`config.mk`:
```
export PLATFORM = sky130hd
export DESIGN_NAME = mmm_unit
export DESIGN_NICKNAME = d
export VERILOG_FILES = /design/src/rtl/rsa_pkg.sv /design/src/rtl/mmm_step.sv /design/src/rtl/mmm_unit.sv
export SDC_FILE = /design/constraint.sdc
export NUM_CORES = 1
export LEC_CHECK = 0
export CORE_MARGIN = 1
export CORE_UTILIZATION = 35
export CTS_CLUSTER_DIAMETER = 80
export DETAILED_ROUTE_END_ITERATION = 12
export GPL_TIMING_DRIVEN = 0
export PLACE_DENSITY = 0.58
export SYNTH_ARGS = -nofsm -noshare
export SYNTH_HDL_FRONTEND = slang
export SYNTH_SLANG_ARGS = --single-unit
```
`constraint.sdc`:
```
create_clock -name clk -period 6.7 [get_ports clk]
set_input_delay 1.005 -clock clk [delete_from_list [all_inputs] [get_ports clk]]
set_output_delay 1.005 -clock clk [all_outputs]
set_load 0.005 [all_outputs]
```
`src/rtl/rsa_pkg.sv`:
```
// Shared RSA datapath definitions: operand width and the Montgomery multiplier state encoding.
package rsa_pkg;
  localparam int WIDTH = 10;
  // Accumulator holds T < 4m, so it needs two bits above the operand width
  localparam int ACC_W = WIDTH + 2;
  localparam int CNT_W = $clog2(WIDTH);

  typedef enum logic [1:0] {
    IDLE  = 2'd0,
    CALC  = 2'd1,
    FINAL = 2'd2
  } state_t;
endpackage

```
`src/rtl/mmm_step.sv`:
```
// One radix-2 Montgomery iteration: add b when the a bit is set, make the sum even with m, halve.
module mmm_step
  import rsa_pkg::*;
(
  input  logic [ACC_W-1:0] acc,
  input  logic             a_bit,
  input  logic [WIDTH-1:0] b,
  input  logic [WIDTH-1:0] m,
  output logic [ACC_W-1:0] acc_next
);
  logic [ACC_W:0] t_add;
  logic [ACC_W:0] t_red;

  // One spare bit keeps out-of-range operands from wrapping before the shift
  always_comb begin
    t_add    = {1'b0, acc} + (a_bit ? {{(ACC_W + 1 - WIDTH){1'b0}}, b} : '0);
    t_red    = t_add[0] ? t_add + {{(ACC_W + 1 - WIDTH){1'b0}}, m} : t_add;
    acc_next = ACC_W'(t_red >> 1);
  end
endmodule

```
`src/rtl/mmm_unit.sv`:
```
// Bit-serial Montgomery multiplier p = a*b*2^-WIDTH mod m; one bit of a per clock, result 11 cycles after start.
// Handshake: start is a request sampled only while busy=0; done pulses for one cycle when p is updated.
module mmm_unit
  import rsa_pkg::*;
(
  input  logic             clk,
  input  logic             rst,
  input  logic             start,
  input  logic [WIDTH-1:0] a,
  input  logic [WIDTH-1:0] b,
  input  logic [WIDTH-1:0] m,
  output logic             busy,
  output logic             done,
  output logic [WIDTH-1:0] p
);
  localparam logic [CNT_W-1:0] CNT_LAST = CNT_W'(WIDTH - 1);

  state_t           state;
  state_t           state_next;
  logic [WIDTH-1:0] a_reg;
  logic [WIDTH-1:0] b_reg;
  logic [WIDTH-1:0] m_reg;
  logic [ACC_W-1:0] acc;
  logic [ACC_W-1:0] acc_next;
  logic [ACC_W-1:0] m_ext;
  logic [ACC_W-1:0] acc_sub;
  logic [CNT_W-1:0] cnt;

  mmm_step u_step (
    .acc     (acc),
    .a_bit   (a_reg[cnt]),
    .b       (b_reg),
    .m       (m_reg),
    .acc_next(acc_next)
  );

  assign m_ext   = {{(ACC_W - WIDTH){1'b0}}, m_reg};
  assign acc_sub = acc - m_ext;
  assign busy    = (state != IDLE);

  always_comb begin
    state_next = state;
    case (state)
      IDLE:    if (start) state_next = CALC;
      CALC:    if (cnt == CNT_LAST) state_next = FINAL;
      FINAL:   state_next = IDLE;
      default: state_next = IDLE;
    endcase
  end

  always_ff @(posedge clk) begin
    if (rst) begin
      state <= IDLE;
      a_reg <= '0;
      b_reg <= '0;
      m_reg <= '0;
      acc   <= '0;
      cnt   <= '0;
      done  <= 1'b0;
      p     <= '0;
    end else begin
      state <= state_next;
      done  <= 1'b0;
      case (state)
        IDLE: begin
          if (start) begin
            a_reg <= a;
            b_reg <= b;
            m_reg <= m;
            acc   <= '0;
            cnt   <= '0;
          end
        end
        CALC: begin
          acc <= acc_next;
          cnt <= cnt + CNT_W'(1);
        end
        FINAL: begin
          // P < 2m, so a single conditional subtract fully reduces it
          p    <= (acc >= m_ext) ? acc_sub[WIDTH-1:0] : acc[WIDTH-1:0];
          done <= 1'b1;
        end
        default: ;
      endcase
    end
  end
endmodule
```
==> Implementation_results.wiki, run 1 <==
{| class="wikitable"
! Metric !! Value
|-
| Clock period minus worst slack || 5317 ps
|-
| Hold slack || 449.7 ps
|-
| Number of enable-type register cells in the synthesized netlist || 0
|-
| Proportion of register bits with asynchronous set or reset after synthesis || 0%
|-
| Seq/Total Area, Yosys || 29.76%
|-
| Top_reg_cell synth || dfxtp_1
|-
| Post-DR wirelength/cell || 15.13 microns
|-
| Core Rows || 38
|-
| Total Negative Setup Slacks || 0 ps
|-
| Max-Slew Margin vs Limit || 58.22%
|-
| Clk Tree Root Cell || clkbuf_16
|-
| Yosys reg bits || 59
|-
| Post-cts repair resize count || 0
|-
| Gate count after technology mapping || 507
|-
| Pwr per Cell Area || 210.7 nW/um^2
|-
| Final setup violation count || 0
|-
| Wire length of the first global-routing pass || 17880 microns
|-
| Placeable Area || 10940 sq um
|-
| Startpoint class of the critical path || register
|-
| Worst Hold Class || register to register
|-
| Net count of the mapped netlist || 575
|-
| Slew at the pin closest to its max-slew limit || 626.7 ps
|-
| Post-CTS Setup Bufs || 0
|-
| Outcome || finished, final reports clean
|-
| Initial antenna violation count || 0
|-
| Largest fanout on the critical path || 10
|-
| CP max stage cell || mux4_2
|-
| Deepest level of the CTS H-tree || 3
|-
| Top cell type by total area after synthesis || dfxtp_1
|-
| Starting density of the core || 36.29%
|-
| Number of global-route vias before repair || 3686
|-
| Final Max Tran Viols || 0
|-
| Clock tree from TritonCTS || yes
|-
| Register name with the most flops || acc
|-
| Peak clock frequency supported by timing || 188.1 MHz
|-
| Total Die Area || 11770 sq um
|-
| Chain of cells forming the critical path || clkbuf_1 > mux4_2 > mux2i_1 > o22ai_1 > and2_1 > ha_1 > fa_1 > a211oi_1 > o21ai_0 > xor2_1 > ha_1 > a21oi_1 > nand2_1 > or3_4 > a221o_1 > a311o_1 > o211ai_1
|-
| Via count || 3772
|-
| Leading cell types by total area after synthesis || dfxtp_1 30%, ha_1 10%, nand2_1 8.8%
|-
| Total congestion overflow after global routing || 0
|-
| Setup CP Type || register to register
|-
| Maximum Capacitance Violations || 0
|-
| Count of warnings emitted by yosys || 0
|-
| Mapped cell area || 3969 sq um
|-
| Top library cells by usage in the layout, fill and taps aside || 93 x nand2_1, 59 x dfxtp_1, 56 x a21oi_1
|-
| Iteration-0 DRC Markers || 138
|-
| Antenna-violating nets left || 0
|-
| Combined global-route utilization of all metal layers || 19.59%
|-
| Number of flip-flops under the largest register name || 12
|-
| Clock latency on the worst-skew pair || 330 ps
|-
| Area Overhead vs Synth || 23.27%
|-
| Count of distinct cell types in the synthesized netlist || 63
|-
| Static leakage || 1.952 nW
|-
| Number of hold-repair buffers added at the cts stage || 0
|-
| Detailed-router iteration count before antenna repair || 4
|-
| Quantity of I/O buffers inserted on ports || 43
|-
| Required time of the critical path || 6950 ps
|-
| Max incr delay on CP || 560 ps
|-
| Top-level I/O count || 45
|-
| Clock buffer depth || 2
|-
| Critical Path End Type || register
|-
| Drt via density || 5.343
|-
| Clk sinks || 59
|-
| CP Depth || 17
|-
| Highest ir drop seen on vdd || 0.0001226 V
|-
| Share of Yosys cell area claimed by the top area cell type || 29.76%
|-
| Layout net count || 629
|-
| Number of buffers inserted during clock tree synthesis || 9
|-
| Unrepaired setup endpoints after global routing || false
|-
| Placed wire-length estimate || 8469 microns
|-
| Antenna diode instance count || 0
|-
| Final Power || 0.001031 W
|-
| Final Routed Wirelength || 10680 microns
|-
| Family with the most delay on the worst path || compound AO/OA/AOI/OAI gates
|-
| Worst clock skew || 5.157 ps
|-
| Sum of buffers and inverters on the critical path || 1
|-
| Maximum number of pins on one net before global-route repair || 12
|-
| Critical Path Most Common Cell || ha_1
|-
| Gp weighted congestion || 0.9140
|-
| Period utilisation layout || 79.36%
|-
| Clock input transition at the sequential cells of the worst setup and hold paths || 50 ps
|-
| Worst hold path stage count || 2
|-
| Share of final-layout standard cells stronger than drive strength 1 || 5.477%
|-
| Most common cell after layout, fill and taps aside || nand2_1
|-
| Count of cells along the worst register-to-register path || 17
|-
| Final Hold Viols || 0
|-
| Mean instance size in the synthesized netlist || 7.828 sq um
|-
| DRC violation count after routing || 0
|-
| Height of the die || 108.5 microns
|-
| Die outline width || 108.5 microns
|-
| Endpoint arrival time on the critical path || 5570 ps
|-
| Filler instances || 1133
|}
-- power by group --
part / switching, W / internal [W]
combinational: 0.0000907 / 0.0000710
sequential: 0.00000965 / 0.000364
clock: 0.000172 / 0.000324
total: 0.000273 / 0.000758
-- routing by layer --
metal	global-route usage [%]	part of all wire [%]
met5	0	0
met4	6.660	1.9
met3	2.471	3.7
met2	33.18	47
met1	25.51	47
-- cell usage after synthesis (2+ instances only) --
library cell,n
o21a_1,10
o21ai_2,3
xor2_1,5
nand2b_1,5
o31a_1,2
o211ai_1,7
nand4_1,5
buf_2,3
ha_1,32
a31oi_1,5
clkbuf_1,18
a22oi_1,2
a21oi_1,56
dfxtp_1,59
o21bai_1,3
and2b_1,2
inv_1,22
and2_1,13
nand3_1,16
nor4_1,2
nor2_1,28
and3_1,4
a211oi_1,8
mux2i_1,6
nor2b_1,8
or3_1,2
o22ai_1,2
nor3b_1,2
fa_1,3
a221oi_1,2
and4_1,2
nand2_1,93
a21o_1,11
mux4_2,2
o21ai_0,10
xnor2_1,9
a311oi_1,9
nor3_1,10
o21ai_1,2
-- stage by stage --
step                      cells  setup slack [ps]  util (%)  cell area [sq um]
after CTS                   706              1345     44.74               4892
final                       706              1383     44.74               4892
after floorplan             507              2101         -               3969
after detailed placement    690              1381     41.83               4574
after global placement      690              1441     41.83               4574
after global routing        706              1045     44.74               4892
-- logic make-up (layout without fill, tap and decap cells) --
| family | count (synthesis) | after routing | share of synthesized area [%] |
|---|---|---|---|
| flip-flops | 59 | 59 | 29.76 |
| AO/OA/AOI/OAI | 148 | 148 | 24.97 |
| AND/OR/NAND/NOR | 197 | 197 | 23.30 |
| adder cells (fa/ha/maj) | 35 | 35 | 11.60 |
| multiplexers | 8 | 8 | 2.648 |
| XOR/XNOR | 14 | 14 | 3.090 |
| buffers and inverters | 46 | 105 | 4.634 |
-- worst min-delay path, stage by stage (launching register included) --
cell     delay, ps
dfxtp_1        300
nand2_1         50
a21oi_1         50
-- path summary, 6_finish.rpt --
kind,from,slack [ps],endpoint
worst min-delay path,b_reg[6],450,b_reg[6]
worst max-delay path,cnt[0],1380,acc[10]
worst min register to register,b_reg[6],450,b_reg[6]
worst max register to register,cnt[0],1380,acc[10]
-- layout make-up --
type,count,area (sq um),share of cell area (%)
Tap cell,140,175.2,3.581
Timing Repair Buffer,43,430.4,8.798
Multi-Input combinational cell,402,2604,53.22
Buffer,23,97.59,1.995
Clock inverter,7,92.59,1.893
Clock buffer,9,225.2,4.604
Inverter,23,86.33,1.765
Sequential cell,59,1181,24.14
Note: power is estimated with default switching activity, not from simulation.
==> run 2: changes to the inputs <==
Clock period 6.7 ns to 5.5 ns, I/O delays scaled along.
==> run 2 against run 1 <==
  * Clock skew barely moved
  * Final area barely moved
  * Combinational power rose by 22%
  * Routed wire length barely moved
  * Largest power group unchanged
  * Critical path depth did not move
  * Non-clock buffer count did not move
  * Die area did not move
  * Fmax rose by 2.6%
  * Sequential cell count did not move
==> Implementation_results.wiki, run 2 (synthesis gave the netlist of run 1 again) <==
{| class="wikitable"
! Metric !! Value
|-
| Post-DR wirelength/cell || 15.13 microns (about the same)
|-
| Most common cell after layout, fill and taps aside || nand2_1
|-
| Switching part of the total || 26.44% (about the same)
|-
| Layout net count || 629 (unchanged)
|-
| Worst Hold Class || register to register
|-
| Antenna diode instance count || 0 (unchanged)
|-
| Pwr per Cell Area || 256.7 nW/um^2 (+22%)
|-
| Critical Path End Type || register
|-
| Combined global-route utilization of all metal layers || 19.59% (unchanged)
|-
| Top library cells by usage in the layout, fill and taps aside || 93 x nand2_1, 59 x dfxtp_1, 56 x a21oi_1
|-
| Placed wire-length estimate || 8469 microns (unchanged)
|-
| Total Die Area || 11770 sq um (unchanged)
|-
| Post-CTS Setup Bufs || 0 (unchanged)
|-
| Maximum Capacitance Violations || 0 (unchanged)
|-
| Slew at the pin closest to its max-slew limit || 625.0 ps (-1.720 ps)
|-
| Total Negative Setup Slacks || 0 ps (unchanged)
|-
| Height of the die || 108.5 microns (unchanged)
|-
| Critical register-to-register path startpoint || cnt[0]
|-
| DRC violation count after routing || 0 (unchanged)
|-
| Clk Tree Root Cell || clkbuf_16
|-
| Drt via density || 5.354 (+0.21%)
|-
| Pint || 0.0009241 W (+22%)
|-
| Period utilisation layout || 94.22% (+15 points)
|-
| Core Rows || 38 (unchanged)
|-
| Area Overhead vs Synth || 23.30% (about the same)
|-
| Setup CP Type || register to register
|-
| Final Power || 0.001256 W (+22%)
|-
| Outcome || finished, final reports clean
|-
| Max-Slew Margin vs Limit || 58.33% (+0.11 points)
|-
| Unrepaired setup endpoints after global routing || false
|-
| Register name with the most flops || acc
|-
| Final Hold Viols || 0 (unchanged)
|-
| Final setup violation count || 0 (unchanged)
|-
| Quantity of I/O buffers inserted on ports || 43 (unchanged)
|-
| P_sw || 0.0003321 W (+22%)
|-
| Share of final-layout standard cells stronger than drive strength 1 || 5.654% (+0.18 points)
|-
| Iteration-0 DRC Markers || 138 (unchanged)
|-
| Number of global-route vias before repair || 3686 (unchanged)
|-
| Clock buffer depth || 2 (unchanged)
|-
| Required time of the critical path || 5750 ps (-1200 ps)
|-
| Final Max Tran Viols || 0 (unchanged)
|-
| Wire length of the first global-routing pass || 17880 microns (unchanged)
|-
| Top-level I/O count || 45 (unchanged)
|-
| Total congestion overflow after global routing || 0 (unchanged)
|-
| Gp weighted congestion || 0.9140 (unchanged)
|-
| Number of buffers inserted during clock tree synthesis || 9 (unchanged)
|-
| Peak clock frequency supported by timing || 193.0 MHz (+2.6%)
|-
| Comb power frac || 15.7% (about the same)
|-
| Final Routed Wirelength || 10680 microns (about the same)
|-
| Deepest level of the CTS H-tree || 3 (unchanged)
|-
| Share of power burned in the clock network || 48.1% (about the same)
|-
| Number of flip-flops under the largest register name || 12 (unchanged)
|-
| Startpoint of the most critical setup path || cnt[0]
|-
| Startpoint class of the critical path || register
|-
| Endpoint arrival time on the critical path || 5430 ps (-140 ps)
|-
| Clock input transition at the sequential cells of the worst setup and hold paths || 50 ps (about the same)
|-
| Clock latency on the worst-skew pair || 330 ps (about the same)
|-
| Placeable Area || 10940 sq um (unchanged)
|-
| Static leakage || 1.956 nW (+0.17%)
|-
| Starting density of the core || 36.29% (unchanged)
|-
| Detailed-router iteration count before antenna repair || 4 (unchanged)
|-
| Initial antenna violation count || 0 (unchanged)
|-
| Antenna-violating nets left || 0 (unchanged)
|-
| Die outline width || 108.5 microns (unchanged)
|-
| Largest fanout on the critical path || 10 (unchanged)
|-
| Clock tree from TritonCTS || yes
|-
| Sequential share of power || 36.2% (about the same)
|-
| Worst clock skew || 5.186 ps (+0.02989 ps)
|-
| Maximum number of pins on one net before global-route repair || 12 (unchanged)
|-
| Via count || 3780 (+0.21%)
|-
| Clk sinks || 59 (unchanged)
|-
| Hold Startpoint || b_reg[6]
|-
| Clock period minus worst slack || 5182 ps (-135.4 ps)
|-
| Highest ir drop seen on vdd || 0.0001493 V (+22%)
|}
run 2: cell count changes in the layout (fill, tap and decap cells not counted):
cell / change
clkbuf_1: -1
clkbuf_2: +1
run 2: metrics by stage:
stage          instance area (sq um)  instances  setup slack [ps]  hold WS [ps]  utilization [%]
2_1_floorplan                   3969        507             901.5         431.7                -
3_3_place_gp                    4574        690             240.8         442.8            41.83
3_5_place_dp                    4574        690             180.9         445.0            41.83
4_1_cts                         4892        706             145.0         452.4            44.74
5_1_grt                         4893        706             4.412         469.9            44.75
6_report                        4893        706             318.0         449.7            44.75
run 2: path summary, 6_finish.rpt:
path                            cells after the start  slack (ps)        to
worst min register to register                      2         450  b_reg[6]
worst min-delay path                                2         450  b_reg[6]
worst max-delay path                               17         320   acc[10]
worst max register to register                     17         320   acc[10]
run 2: layer usage:
metal / vias up / GRT usage [%] / share of wire [%]
li1: 1923 / - / -
met5: - / 0 / 0
met1: 1762 / 25.51 / 47
met4: 0 / 6.660 / 1.9
met2: 79 / 33.18 / 47
met3: 16 / 2.471 / 3.9
run 2: what timing repair did:
| item | 4_1_cts | 5_1_grt |
|---|---|---|
| setup endpoints to repair | 0 | 3 |
| gates resized for setup | 0 | 2 |
| hold buffers | 0 | 0 |
run 2: power groups by stage:
stage | clock network [W] | logic [W] | registers (W)
floorplan | 0 | 0.000135 | 0.000460
global placement | 0 | 0.000193 | 0.000464
detailed placement | 0 | 0.000195 | 0.000464
CTS | 0.000610 | 0.000196 | 0.000455
global route | 0.000638 | 0.000219 | 0.000457
finish | 0.000604 | 0.000197 | 0.000455
run 2: worst max-delay path, cell delays in order (launching register included):
cell and delay (ps):
dfxtp_1 370, clkbuf_2 220, mux4_2 530, mux2i_1 140, o22ai_1 230, and2_1 240, ha_1 220, fa_1 450
a211oi_1 400, o21ai_0 190, xor2_1 280, ha_1 360, a21oi_1 170, nand2_1 110, or3_4 420, a221o_1 340
a311o_1 330, o211ai_1 90
run 2: area by class of cell:
type                            instances  area [sq um]
Buffer                                 23         98.84
Clock buffer                            9         225.2
Clock inverter                          7         92.59
Fill cell                            1133          6042
Inverter                               23         86.33
Multi-Input combinational cell        402          2604
Sequential cell                        59          1181
Tap cell                              140         175.2
Timing Repair Buffer                   43         430.4
